File: config.mk
export PLATFORM = sky130hd
export DESIGN_NAME = vpu_dst_port
export DESIGN_NICKNAME = d
export VERILOG_FILES = /design/src/rtl/vpu_pkg.sv /design/src/rtl/vpu_sync_fifo.sv /design/src/rtl/vpu_dst_port.sv
export SDC_FILE = /design/constraint.sdc
export NUM_CORES = 1
export LEC_CHECK = 0
export CAP_MARGIN = 20
export CORE_ASPECT_RATIO = 0.9
export CORE_MARGIN = 8
export CORE_UTILIZATION = 59
export CTS_CLUSTER_SIZE = 16
export DETAILED_ROUTE_END_ITERATION = 16
export GPL_TIMING_DRIVEN = 0
export PLACE_DENSITY = 0.8
export SLEW_MARGIN = 25
export SYNTH_ARGS = -nofsm -noshare
export SYNTH_HDL_FRONTEND = slang
export SYNTH_SLANG_ARGS = --single-unit
File: constraint.sdc
create_clock -name clk -period 5.55 [get_ports clk]
set_clock_uncertainty 0.1 [all_clocks]
set_input_delay 0.8325 -clock clk [delete_from_list [all_inputs] [get_ports clk]]
set_output_delay 0.8325 -clock clk [all_outputs]
set_load 0.01 [all_outputs]
File: src/rtl/vpu_pkg.sv
// Shared VPU constants and the destination-port state type.
// Pure declarations; no timing or flow-control behaviour.
package vpu_pkg;

  localparam int OPERAND_WIDTH  = 16;
  localparam int DST_LANES      = 4;
  localparam int DST_FIFO_DEPTH = 4;
  localparam int DST_ADDR_W     = 8;

  typedef enum logic [1:0] {
    DST_IDLE    = 2'd0,
    DST_COLLECT = 2'd1,
    DST_DRAIN   = 2'd2
  } dst_state_t;

endpackage

File: src/rtl/vpu_sync_fifo.sv
// Generic first-word-fall-through FIFO; a pushed entry is visible the cycle after the push.
// Pop only when pop_vld; a push while full is dropped (flagged on drop) unless a pop frees a slot.
module vpu_sync_fifo #(
  parameter int WIDTH = 8,
  parameter int DEPTH = 4
) (
  input  logic                       clk,
  input  logic                       rst,
  input  logic                       push,
  input  logic [WIDTH-1:0]           push_dat,
  input  logic                       pop,
  output logic [WIDTH-1:0]           pop_dat,
  output logic                       pop_vld,
  output logic                       full,
  output logic                       drop,
  output logic [$clog2(DEPTH):0]     count
);

  localparam int AW = $clog2(DEPTH);

  logic [WIDTH-1:0] mem [DEPTH];
  logic [AW-1:0]    wr_ptr;
  logic [AW-1:0]    rd_ptr;
  logic             do_push;
  logic             do_pop;

  assign pop_vld = (count != '0);
  assign full    = (count == (AW+1)'(DEPTH));
  assign do_pop  = pop && pop_vld;
  // A pop in the same cycle frees the slot, so a full FIFO can still accept.
  assign do_push = push && (!full || do_pop);
  assign drop    = push && full && !do_pop;
  assign pop_dat = mem[rd_ptr];

  always_ff @(posedge clk) begin
    if (do_push) begin
      mem[wr_ptr] <= push_dat;
    end
  end

  always_ff @(posedge clk or posedge rst) begin
    if (rst) begin
      wr_ptr <= '0;
      rd_ptr <= '0;
      count  <= '0;
    end else begin
      if (do_push) wr_ptr <= wr_ptr + AW'(1);
      if (do_pop)  rd_ptr <= rd_ptr + AW'(1);
      case ({do_push, do_pop})
        2'b10:   count <= count + (AW+1)'(1);
        2'b01:   count <= count - (AW+1)'(1);
        default: count <= count;
      endcase
    end
  end

endmodule

File: src/rtl/vpu_dst_port.sv
// Packs FP results into lane words and buffers them for the register-file write port.
// Words appear one cycle after completion; wr_ready_i backpressures the buffer, never the FP unit.
module vpu_dst_port #(
  parameter int OPERAND_WIDTH = vpu_pkg::OPERAND_WIDTH,
  parameter int LANES         = vpu_pkg::DST_LANES,
  parameter int FIFO_DEPTH    = vpu_pkg::DST_FIFO_DEPTH
) (
  input  logic                       clk,
  input  logic                       rst,
  input  logic                       start_i,
  input  logic [7:0]                 vlen_i,
  input  logic [7:0]                 base_addr_i,
  input  logic [OPERAND_WIDTH-1:0]   result_i,
  input  logic                       done_i,
  output logic                       wr_valid_o,
  input  logic                       wr_ready_i,
  output logic [7:0]                 wr_addr_o,
  output logic [LANES*OPERAND_WIDTH-1:0] wr_data_o,
  output logic [LANES-1:0]           wr_mask_o,
  output logic                       busy_o,
  output logic                       done_o,
  output logic                       err_o
);

  import vpu_pkg::*;

  localparam int DW = LANES * OPERAND_WIDTH;
  localparam int LW = (LANES > 1) ? $clog2(LANES) : 1;
  localparam int FW = 8 + LANES + DW;
  localparam int CW = $clog2(FIFO_DEPTH) + 1;

  dst_state_t      state_q, state_d;
  logic [7:0]      vlen_q;
  logic [7:0]      base_q;
  logic [7:0]      elem_q;
  logic [7:0]      word_q;
  logic [LW-1:0]   lane_q;
  logic [DW-1:0]   acc_data_q;
  logic [LANES-1:0] acc_mask_q;
  logic            done_q;
  logic            err_q;

  logic [DW-1:0]   data_ins;
  logic [LANES-1:0] mask_ins;
  logic            accept;
  logic            pack_el;
  logic            push;
  logic            stray;
  logic            done_d;
  logic            last_elem;

  logic [FW-1:0]   push_dat;
  logic [FW-1:0]   pop_dat;
  logic            pop_vld;
  logic            fifo_full;
  logic            fifo_drop;
  logic [CW-1:0]   fifo_cnt;
  logic            pop;

  assign pop       = pop_vld && wr_ready_i;
  assign last_elem = (elem_q == vlen_q - 8'd1);
  assign push_dat  = {base_q + word_q, mask_ins, data_ins};

  always_ff @(posedge clk or posedge rst) begin
    if (rst) begin
      state_q <= DST_IDLE;
    end else begin
      state_q <= state_d;
    end
  end

  always_comb begin
    state_d  = state_q;
    accept   = 1'b0;
    pack_el  = 1'b0;
    push     = 1'b0;
    stray    = 1'b0;
    done_d   = 1'b0;
    data_ins = acc_data_q;
    mask_ins = acc_mask_q;
    data_ins[lane_q*OPERAND_WIDTH +: OPERAND_WIDTH] = result_i;
    mask_ins[lane_q] = 1'b1;

    case (state_q)
      DST_IDLE: begin
        stray = done_i;
        if (start_i) begin
          accept = 1'b1;
          // Zero-length instructions complete immediately without touching the buffer.
          if (vlen_i == 8'd0) begin
            done_d = 1'b1;
          end else begin
            state_d = DST_COLLECT;
          end
        end
      end
      DST_COLLECT: begin
        if (done_i) begin
          pack_el = 1'b1;
          push    = last_elem || (lane_q == LW'(LANES - 1));
          if (last_elem) state_d = DST_DRAIN;
        end
      end
      DST_DRAIN: begin
        stray = done_i;
        if (pop && (fifo_cnt == CW'(1))) begin
          state_d = DST_IDLE;
          done_d  = 1'b1;
        end
      end
      default: state_d = DST_IDLE;
    endcase
  end

  always_ff @(posedge clk or posedge rst) begin
    if (rst) begin
      vlen_q     <= '0;
      base_q     <= '0;
      elem_q     <= '0;
      word_q     <= '0;
      lane_q     <= '0;
      acc_data_q <= '0;
      acc_mask_q <= '0;
      done_q     <= 1'b0;
      err_q      <= 1'b0;
    end else begin
      if (accept) begin
        vlen_q     <= vlen_i;
        base_q     <= base_addr_i;
        elem_q     <= '0;
        word_q     <= '0;
        lane_q     <= '0;
        acc_data_q <= '0;
        acc_mask_q <= '0;
      end else if (pack_el) begin
        elem_q <= elem_q + 8'd1;
        if (push) begin
          // Next word starts empty so unfilled lanes read as zero with mask clear.
          acc_data_q <= '0;
          acc_mask_q <= '0;
          lane_q     <= '0;
          word_q     <= word_q + 8'd1;
        end else begin
          acc_data_q <= data_ins;
          acc_mask_q <= mask_ins;
          lane_q     <= lane_q + LW'(1);
        end
      end
      done_q <= done_d;
      if (accept)             err_q <= 1'b0;
      if (stray || fifo_drop) err_q <= 1'b1;
    end
  end

  vpu_sync_fifo #(
    .WIDTH (FW),
    .DEPTH (FIFO_DEPTH)
  ) u_fifo (
    .clk      (clk),
    .rst      (rst),
    .push     (push),
    .push_dat (push_dat),
    .pop      (pop),
    .pop_dat  (pop_dat),
    .pop_vld  (pop_vld),
    .full     (fifo_full),
    .drop     (fifo_drop),
    .count    (fifo_cnt)
  );

  // Storage is not reset, so the word fields are gated to read zero when nothing is valid.
  assign wr_valid_o = pop_vld;
  assign {wr_addr_o, wr_mask_o, wr_data_o} = pop_vld ? pop_dat : '0;
  assign busy_o = (state_q != DST_IDLE);
  assign done_o = done_q;
  assign err_o  = err_q;

endmodule

==> impl_metrics.env <==
export IMPL_status="finished clean"
export IMPL_cp_arrival_ps=3480
export IMPL_cp_end_kind="primary output"
export IMPL_antenna_found_initial=0
export IMPL_min_delay_path_class="register to register"
export IMPL_globalplace_congestion=0.8365
export IMPL_grt_use_met3_pct=3.790
export IMPL_grtUsageTotal_pct=21.61
export IMPL_clock_sinks=417
export IMPL_cts_tree="built"
export IMPL_post_cts_buffers=0
export IMPL_drv_slew=0
export IMPL_timing_final_hold_violations=0
export IMPL_io_pin_count=117
export IMPL_grt_setup_unrepaired="false"
export IMPL_dp_hpwl_mm=25.67
export IMPL_use_met2_pct=35.23
export IMPL_synth_top_flop_cell="edfxtp_1"
export IMPL_ff2ff_setup_slack_ps=2110
export IMPL_cp_startpoint="u_fifo.count[0]"
export IMPL_max_freq_ghz=0.2269
export IMPL_ys_ff_latch=417
export IMPL_syn_avg_cell_area_um2=15.24
export IMPL_startpoint_type="register"
export IMPL_grt_overflow_total=0
export IMPL_crit_type="register to primary output"
export IMPL_layout_min_cycle_time_ps=4408
export IMPL_start_util_pct=59.35
export IMPL_maxCapViolCount=0
export IMPL_p_int_mw=7.644
export IMPL_p_clk_share_pct=24.5
export IMPL_drtIter0Drc=876
export IMPL_clockRootBuffer="clkbuf_16"
export IMPL_synth_common_cells="edfxtp_1, nand2_1, dfrtp_1"
export IMPL_rr_endpoint="u_fifo.mem[3][50]"
export IMPL_ys_warnings_count=0
export IMPL_grt_max_degree=60
export IMPL_area_growth_pct=18.34
export IMPL_timing_rr_start="vlen_q[0]"
export IMPL_cts_hold_buf=0
export IMPL_yosysUniqueCellTypes=62
export IMPL_path_max_fanout=10
export IMPL_grt_pass1_vias=10820
export IMPL_io_buffer_count=116
export IMPL_cts_buffers=41
export IMPL_first_pass_iters=6
export IMPL_drc=0
export IMPL_p_sw_mw=3.622
export IMPL_clkLatencyLatePin_ps=540
export IMPL_fin_ws_ps=1142
export IMPL_power_density_mw_per_mm2=540.9
export IMPL_die_w_um=198.1
export IMPL_crit_end="wr_mask_o[1]"
export IMPL_clock_path_buffers=3
export IMPL_finalWirelength_mm=38.47
export IMPL_cts_htree_levels=2
export IMPL_vias_per_cell=5.919
export IMPL_synth_edf_count=304
export IMPL_drive_above_1_share_pct=13.65
export IMPL_yosys_area_top_type="edfxtp_1"
export IMPL_yosysMostFrequentCell="edfxtp_1"
export IMPL_postRouteAntennaNets=0
export IMPL_wl_per_cell_um=21.88
export IMPL_comb_power_share_pct=37.3
export IMPL_placementRows=60
export IMPL_syn_area_mm2=0.01760
export IMPL_setup_viol=0
export IMPL_p_sw_share_pct=32.15
export IMPL_r2r_cells=9
export IMPL_synth_area_leaders="edfxtp_1, dfrtp_1, mux4_2"
export IMPL_synth_cells=1155
export IMPL_p_total_mw=11.27
export IMPL_core_mm2=0.02965
export IMPL_grt_first_pass_wirelength_mm=60.22
export IMPL_grt_busiest_layer="met2"
export IMPL_die_area_mm2=0.03562
export IMPL_netlist_area_leader_share_pct=51.87
export IMPL_vdd_drop_max_uv=348.2
export IMPL_relSlewSlack_pct=30.18
export IMPL_die_h_um=179.9
export IMPL_post_cts_resized=0
export IMPL_diodes=0
export IMPL_seq_power_share_pct=38.1
export IMPL_num_vias=10410
export IMPL_leakage_nw=7.553
export IMPL_synth_nets=1220
export IMPL_worstHoldStart="base_q[6]"
export IMPL_clk_pin_slew_ps=60
export IMPL_tightest_slew_ps=1039
export IMPL_grtUsageMet1_pct=29.55
export IMPL_ys_seq_area_share_pct=67.93
export IMPL_required_ps=4620
export IMPL_period_share_pct=79.42
export IMPL_synth_async_reset_ratio_pct=27.10
export IMPL_pre_cts_slack_ps=1705
export IMPL_nets=1388
## through the flow
| stage | utilization, % | hold WS (ps) | cell area [um^2] | setup TNS, ps | std cells |
|---|---|---|---|---|---|
| 2_1_floorplan | - | 352.3 | 17600 | 0 | 1155 |
| 3_3_place_gp | 64.97 | 375.8 | 19270 | -153410 | 1674 |
| 3_5_place_dp | 65.71 | 379.5 | 19480 | 0 | 1683 |
| 4_1_cts | 70.24 | 397.2 | 20830 | 0 | 1758 |
| 5_1_grt | 70.24 | 415.6 | 20830 | 0 | 1758 |
| 6_report | 70.24 | 399.6 | 20830 | 0 | 1758 |
## flip-flops by register name, summed over array words and instances (netlist names), 3 cells and up
register,cells
u_fifo.mem,304
elem_q,8
base_q,8
acc_data_q,64
word_q,8
vlen_q,8
acc_mask_q,4
u_fifo.count,3
## layout make-up
| cell class | count | area, um^2 |
|---|---|---|
| inverter | 84 | 320.3 |
| multi-input combinational | 596 | 5059 |
| clock buffer | 60 | 1137 |
| timing repair buffer | 125 | 1349 |
| sequential | 417 | 11960 |
| tap | 403 | 504.2 |
| fill | 1908 | 8825 |
| buffer | 58 | 297.8 |
| clock inverter | 15 | 205.2 |
## power by group through the flow
stage / clock network (mW) / logic [mW] / registers (mW)
after floorplan: 0 / 2.58 / 4.28
after global placement: 0 / 4.07 / 4.33
after detailed placement: 0 / 4.22 / 4.35
after CTS: 2.80 / 4.26 / 4.29
after global routing: 2.91 / 4.54 / 4.34
final: 2.76 / 4.21 / 4.29
## logic make-up (layout without fill, tap and decap cells)
| kind of cell | after synthesis | after routing | synth area share, % |
|---|---|---|---|
| AOI/OAI and AO/OA | 175 | 175 | 6.931 |
| xor gates and xnor gates | 32 | 32 | 1.742 |
| adders and majority gates | 28 | 28 | 2.033 |
| buffers and inverters | 142 | 342 | 3.476 |
| DFF | 417 | 417 | 67.93 |
| muxes | 80 | 80 | 9.952 |
| and+or+nand+nor | 281 | 281 | 7.934 |
## how the worst min path moves through the flow
stage / to / cells past startpoint
after detailed placement: base_q[6] / 2
after floorplan: base_q[0] / 2
after global routing: acc_data_q[38] / 1
after global placement: base_q[5] / 2
after CTS: base_q[6] / 2
final: base_q[6] / 2
## cell usage in the layout (no fill, tap or decap), drive strengths merged, types with 2 or more instances in the layout
cell	n
a21bo	2
bufinv	4
o21bai	2
nand3	5
o21ai	72
clkdlybuf4s50	116
a21o	4
xor2	9
or2	5
buf	28
a22o	65
nor2	21
nor3	11
nor4	5
edfxtp	304
a21oi	16
dfrtp	113
a31oi	2
mux2i	4
nand2	136
xnor2	23
clkinv	6
nand4	6
nand3b	3
mux4	76
clkinvlp	2
inv	87
o31ai	3
and2	79
ha	27
and3	4
clkbuf	99
## critical path, stage by stage (launching register included)
cell and delay [ps]:
dfrtp_1 410, inv_1 100, ha_1 260, nand2b_1 390
clkbuf_1 620, clkbuf_1 350, and2_1 240, clkdlybuf4s50_1 560
## layer usage
metal  vias to the layer above  wire, um
met5                         -         0
met4                         0      1037
met3                        86      3327
met2                       470     18720
met1                      5252     15390
li1                       4597         -
Power figures use the tool's default switching activity.
==> RTL change 1: new RTL, same flow settings <==
Encoding of `dst_state_t`: now one-hot (3 bits for 3 states).
--- a/src/rtl/vpu_pkg.sv
+++ b/src/rtl/vpu_pkg.sv
@@ -7,10 +7,10 @@
   localparam int DST_FIFO_DEPTH = 4;
   localparam int DST_ADDR_W     = 8;
 
-  typedef enum logic [1:0] {
-    DST_IDLE    = 2'd0,
-    DST_COLLECT = 2'd1,
-    DST_DRAIN   = 2'd2
+  typedef enum logic [2:0] {
+    DST_IDLE    = 3'b001,
+    DST_COLLECT = 3'b010,
+    DST_DRAIN   = 3'b100
   } dst_state_t;
 
 endpackage
Behaviour: no difference found for any inputs over 4 cycles, from zero or initial values and one cycle with rst high; so few cycles prove little.
==> RTL change 1 against the original RTL <==
  * Synthesized area rose by 0.40%
  * Total power is 11% lower
  * Core utilization grew 0.21 points
  * Routed wire length is 3.6% higher
  * Design area increased by 0.29%
  * Synthesized cell count is 0.61% higher
  * Sequential power fell by 13%
  * Sequential cell count rose by 1
  * Worst setup slack worse by 3.6 ps
  * Critical path type unchanged
  * Critical endpoint is now wr_data_o[63]
==> RTL change 1: results (changes against the original RTL) <==
| Metric | Value |
|---|---|
| Outcome | `complete, no violations` |
| Initial antenna violation count | `0 (unchanged)` |
| Crit-path max FO | `10 (unchanged)` |
| Crit-path slowest cell | `buf_1` |
| N_diodes | `0 (unchanged)` |
| Worst Tran Pin Value | `1042 ps (+2.800 ps)` |
| TritonCTS Buffers | `42 (+2.4%)` |
| Pin count of the biggest net entering global routing | `60 (unchanged)` |
| Data arrival, critical path | `3480 ps (about the same)` |
| Min-delay worst type | `reg -> reg` |
| Vias in the first global route | `10,970 (+1.4%)` |
| 1st-pass router iterations | `6 (unchanged)` |
| Fillers | `1,867 (-2.1%)` |
| Clk buf depth | `3 (unchanged)` |
| HPWL Detailed | `26,010 um (+1.3%)` |
| GPL Wtd Cong | `0.8319 (-0.55%)` |
| Clk Latency, worst-skew pair | `540 ps (about the same)` |
| Peak VDD IR | `268.9 uV (-23%)` |
| Pwr Total | `10.05 mW (-11%)` |
| Post_cts resized | `0 (unchanged)` |
| Synth top cells by count | `304 x edfxtp_1, 129 x nand2_1, 113 x dfrtp_1` |
| Leak | `7.182 nW (-4.9%)` |
| Via density | `6.010 (+1.5%)` |
| WL per Instance | `22.62 um (+3.4%)` |
| Count of unique library cells instantiated by Yosys | `55 (-11%)` |
| NetSw | `3.033 mW (-16%)` |
| Clock slew at reported path FFs | `60 ps (about the same)` |
| Avg Synthesized Cell Area | `15.21 um^2 (-0.21%)` |
| CTS H-tree depth | `2 (unchanged)` |
| Setup TNS | `0 ps (unchanged)` |
| Final core occ | `0.7045 (+0.002068)` |
| Biggest regs | `u_fifo.mem: 304 flops, acc_data_q: 64 flops` |
| Dpl ws | `1697 ps (-7.630 ps)` |
| Clk root buf | `clkbuf_16` |
| Iteration-0 DRC Markers | `1,087 (+24%)` |
| Post-synth EDFFs | `304 (unchanged)` |
| CP peak stage delay | `between 600 and 700 ps` |
| Ranking of synthesized cells by area | `edfxtp_1 52%, dfrtp_1 16%, mux4_2 9.7%` |
| Number of nets in the layout | `1,395 (+0.50%)` |
| Syn Nets | `1,227 (+0.57%)` |
| Top cell family by delay on the critical path | `buffers and inverters` |
| Clock Power Share | `0.279 (+0.034)` |
| GRT Total Usage | `0.2221 (+0.005988)` |
| Input/output buffers | `116 (unchanged)` |
| Synth warn | `0 (unchanged)` |
| Async SR Flop Fraction | `0.2727 (+0.001744)` |
| Placed cell count | `1,688 (+0.30%)` |
| Area after DPL | `0.01951 mm^2 (+0.11%)` |
| First-pass GRT wire length | `61,580 um (+2.3%)` |
| Part of the power in combinational logic | `0.350 (-0.023)` |
| Register area share after synthesis | `0.6781 (-0.001207)` |
| Post-Layout Cell Count | `1,763 (+0.28%)` |
| Layout cell share with drive strength beyond 1 | `0.1324 (-0.004178)` |
| Setup bufs post-CTS | `0 (unchanged)` |
## RTL change 1: changes by cell type in the layout (fill, tap and decap cells not counted), sizes merged, moves of 7 or more
cell,change
a22o,-64
a32o,+64
clkinv,+9
nand2,-7
nor2,-8
xnor2,-7
## RTL change 1: cells by family after synthesis
family,share of synthesized area
AOI/OAI and AO/OA,0.07314
xor gates and xnor gates,0.01338
adders and majority gates,0.02025
buffers and inverters,0.03533
DFF,0.6781
muxes,0.09998
and+or+nand+nor,0.07980
## RTL change 1: layout make-up
cell class | count | area share
Tap cell | 403 | 0.02414
Multi-Input combinational cell | 591 | 0.2432
Inverter | 85 | 0.01551
Sequential cell | 418 | 0.5736
Buffer | 68 | 0.01461
Timing Repair Buffer | 124 | 0.06373
Clock buffer | 54 | 0.05600
Clock inverter | 20 | 0.009224
## RTL change 1: path summary, 6_finish.rpt
check                                              from                            to  slack [ps]  cells after the start
setup reg to reg                  vlen_q[0]$_DFFE_PP0P_   u_fifo.mem[1][25]$_DFFE_PP_        2050                     11
hold reg to reg                   base_q[5]$_DFFE_PP0P_         base_q[5]$_DFFE_PP0P_         390                      2
min in group asynchronous                           rst    acc_data_q[57]$_DFFE_PP0P_         610                      2
hold / removal                    base_q[5]$_DFFE_PP0P_         base_q[5]$_DFFE_PP0P_         390                      2
setup / recovery           u_fifo.rd_ptr[1]$_DFFE_PP0P_                 wr_data_o[63]        1140                      6
max in group asynchronous                           rst  u_fifo.rd_ptr[0]$_DFFE_PP0P_        4040                      3
## RTL change 1: metal layers
metal	track usage	vias to the layer above	routed length [um]
met5	0	-	0
met3	0.05396	121	3618
met4	0.07941	0	1235
met2	0.3627	483	19500
met1	0.2881	5296	15520
li1	-	4695	-
==> RTL change 2: new RTL, config.mk and constraints unchanged <==
Made on the original files. Set the package constant `DST_FIFO_DEPTH` to 8 (it was 4).
--- a/src/rtl/vpu_pkg.sv
+++ b/src/rtl/vpu_pkg.sv
@@ -4,7 +4,7 @@
 
   localparam int OPERAND_WIDTH  = 16;
   localparam int DST_LANES      = 4;
-  localparam int DST_FIFO_DEPTH = 4;
+  localparam int DST_FIFO_DEPTH = 8;
   localparam int DST_ADDR_W     = 8;
 
   typedef enum logic [1:0] {
Formal check against the unedited RTL: same outputs for any inputs over 4 cycles, from zero or initial values and one cycle with rst high; that may be too few to reach the edited logic, so the function may still have changed.
==> RTL change 2 against the original RTL <==
  * First-iteration DRC count rose by 90%
  * Sequential cell count increased by 307
  * Die area rose by 60%
  * Total power rose by 67%
  * Synthesized area up 66%
  * Sequential power is 70% higher
  * Design area rose by 65%
  * Routed wire length up 83%
  * Worst setup slack got worse by 1000 ps
  * Fmax down 19%
  * Worst hold slack got worse by 7.5 ps
==> RTL change 2: results (changes against the original RTL) <==
| Metric | Value |
|---|---|
| Outcome | `complete, no violations` |
| Post-synth EDFFs | `608 (+100%)` |
| Peak VDD IR | `274.3 uV (-21%)` |
| Layout cell share with drive strength beyond 1 | `0.1833 (+0.04676)` |
| Syn Nets | `1,718 (+41%)` |
| Dpl ws | `455.5 ps (-1249 ps)` |
| Post-synthesis compound-gate area fraction | `0.04339 (-0.02592)` |
| Register area share after synthesis | `0.7236 (+0.04431)` |
| Final worst setup slack | `125.8 ps (-1017 ps)` |
| Synth top cells by count | `608 x edfxtp_1, 152 x mux4_2, 131 x nand2_1` |
| TritonCTS Buffers | `71 (+73%)` |
| DR vias | `16,750 (+61%)` |
| Hold Path End | `base_q[3]$_DFFE_PP0P_` |
| 1st-pass router iterations | `7 (+1)` |
| Placed cell count | `2,479 (+47%)` |
| Worst hold margin | `392.1 ps (-7.479 ps)` |
| Clk Latency, worst-skew pair | `610 ps (+70 ps)` |
| R2R depth | `13 (+4)` |
| Count of unique library cells instantiated by Yosys | `54 (-13%)` |
| GRT Total Usage | `0.2466 (+0.03052)` |
| Ranking of synthesized cells by area | `edfxtp_1 62%, mux4_2 12%, dfrtp_1 9.9%` |
| Startpoint of the worst hold path | `base_q[3]$_DFFE_PP0P_` |
| GPL Wtd Cong | `0.8160 (-2.5%)` |
| Number of nets in the layout | `1,982 (+43%)` |
| Post-Syn Instances | `1,656 (+43%)` |
| Data arrival, critical path | `4490 ps (+1010 ps)` |
| Worst rel slew slack | `0.2641 (-0.03768)` |
| Vias in the first global route | `17,020 (+57%)` |
| Post-Layout Cell Count | `2,607 (+48%)` |
| Biggest regs | `u_fifo.mem: 608 flops, acc_data_q: 64 flops` |
| Adder-cell share of the synthesized area | `0.01095 (-0.009378)` |
| First-pass GRT wire length | `104,900 um (+74%)` |
| Mux cell area share after synthesis | `0.1459 (+0.04638)` |
| Pin count of the biggest net entering global routing | `77 (+28%)` |
| Async SR Flop Fraction | `0.1602 (-0.1108)` |
| Worst flop-to-flop path endpoint | `u_fifo.mem[1][41]$_DFFE_PP_` |
| Leak | `12.12 nW (+60%)` |
| HPWL Detailed | `46,330 um (+81%)` |
| Synth Area in XOR/XNOR | `0.009242 (-0.008174)` |
| Iteration-0 DRC Markers | `1,663 (+90%)` |
## RTL change 2: power groups by stage
stage	combinational, mW	clock, mW	sequential, mW
6_report	6.77	4.72	7.30
5_1_grt	7.22	4.96	7.35
4_1_cts	6.77	4.77	7.30
3_5_place_dp	6.67	0	7.40
3_3_place_gp	6.35	0	7.38
2_1_floorplan	4.06	0	7.30
## RTL change 2: final cells by class
type                            count  area (um^2)
Sequential cell                   724        21160
Fill cell                        2890        14600
Multi-Input combinational cell    755         7526
Timing Repair Buffer              191         1971
Clock buffer                       84         1931
Tap cell                          632        790.8
Buffer                             94        397.9
Clock inverter                     44        345.3
Inverter                           83        316.6
## RTL change 2: timing repair
| action | in CTS | in global routing |
|---|---|---|
| pin swaps | 0 | 0 |
| endpoints found under the setup margin | 60 | 5 |
| gates resized for setup | 6 | 5 |
## RTL change 2: per-layer routing
layer  track usage  wire, um  up-vias  part of all wire
met2        0.4092     34800      947              0.49
met1        0.3305     26880     8645              0.38
li1              -         -     6993                 -
met5             0         0        -                 0
met4       0.08386      2371        0             0.034
met3       0.04793      6350      162             0.090
## RTL change 2: kinds of logic after synthesis
| group | count (synthesis) |
|---|---|
| compound gates | 173 |
| xor+xnor | 30 |
| fa+ha+maj | 25 |
| buf+inv | 177 |
| flops | 724 |
| mux | 236 |
| simple gates | 291 |
## RTL change 2: worst max-delay path by stage
stage / cells past startpoint / startpoint / endpoint
2_1_floorplan: 9 / vlen_q[0]$_DFFE_PP0P_ / u_fifo.mem[0][0]$_DFFE_PP_
3_3_place_gp: 7 / done_i / u_fifo.mem[6][43]$_DFFE_PP_
3_5_place_dp: 7 / u_fifo.rd_ptr[0]$_DFFE_PP0P_ / wr_data_o[11]
4_1_cts: 7 / u_fifo.rd_ptr[0]$_DFFE_PP0P_ / wr_data_o[63]
5_1_grt: 7 / u_fifo.rd_ptr[0]$_DFFE_PP0P_ / wr_addr_o[5]
6_report: 7 / u_fifo.rd_ptr[0]$_DFFE_PP0P_ / wr_addr_o[5]
## RTL change 2: worst max-delay path, cell delays in order, from the launching register on
cell,delay (ps)
dfrtp_1,350
clkbuf_1,720
clkdlybuf4s15_2,640
clkdlybuf4s15_1,770
mux4_2,600
mux2i_1,180
nor2_1,80
clkdlybuf4s50_1,520
## RTL change 2: through the flow
stage / util / cell area [um^2]
after floorplan: - / 29310
after global placement: 0.6374 / 31260
after detailed placement: 0.6550 / 32120
after CTS: 0.7019 / 34420
after global routing: 0.7023 / 34440
final: 0.7023 / 34440
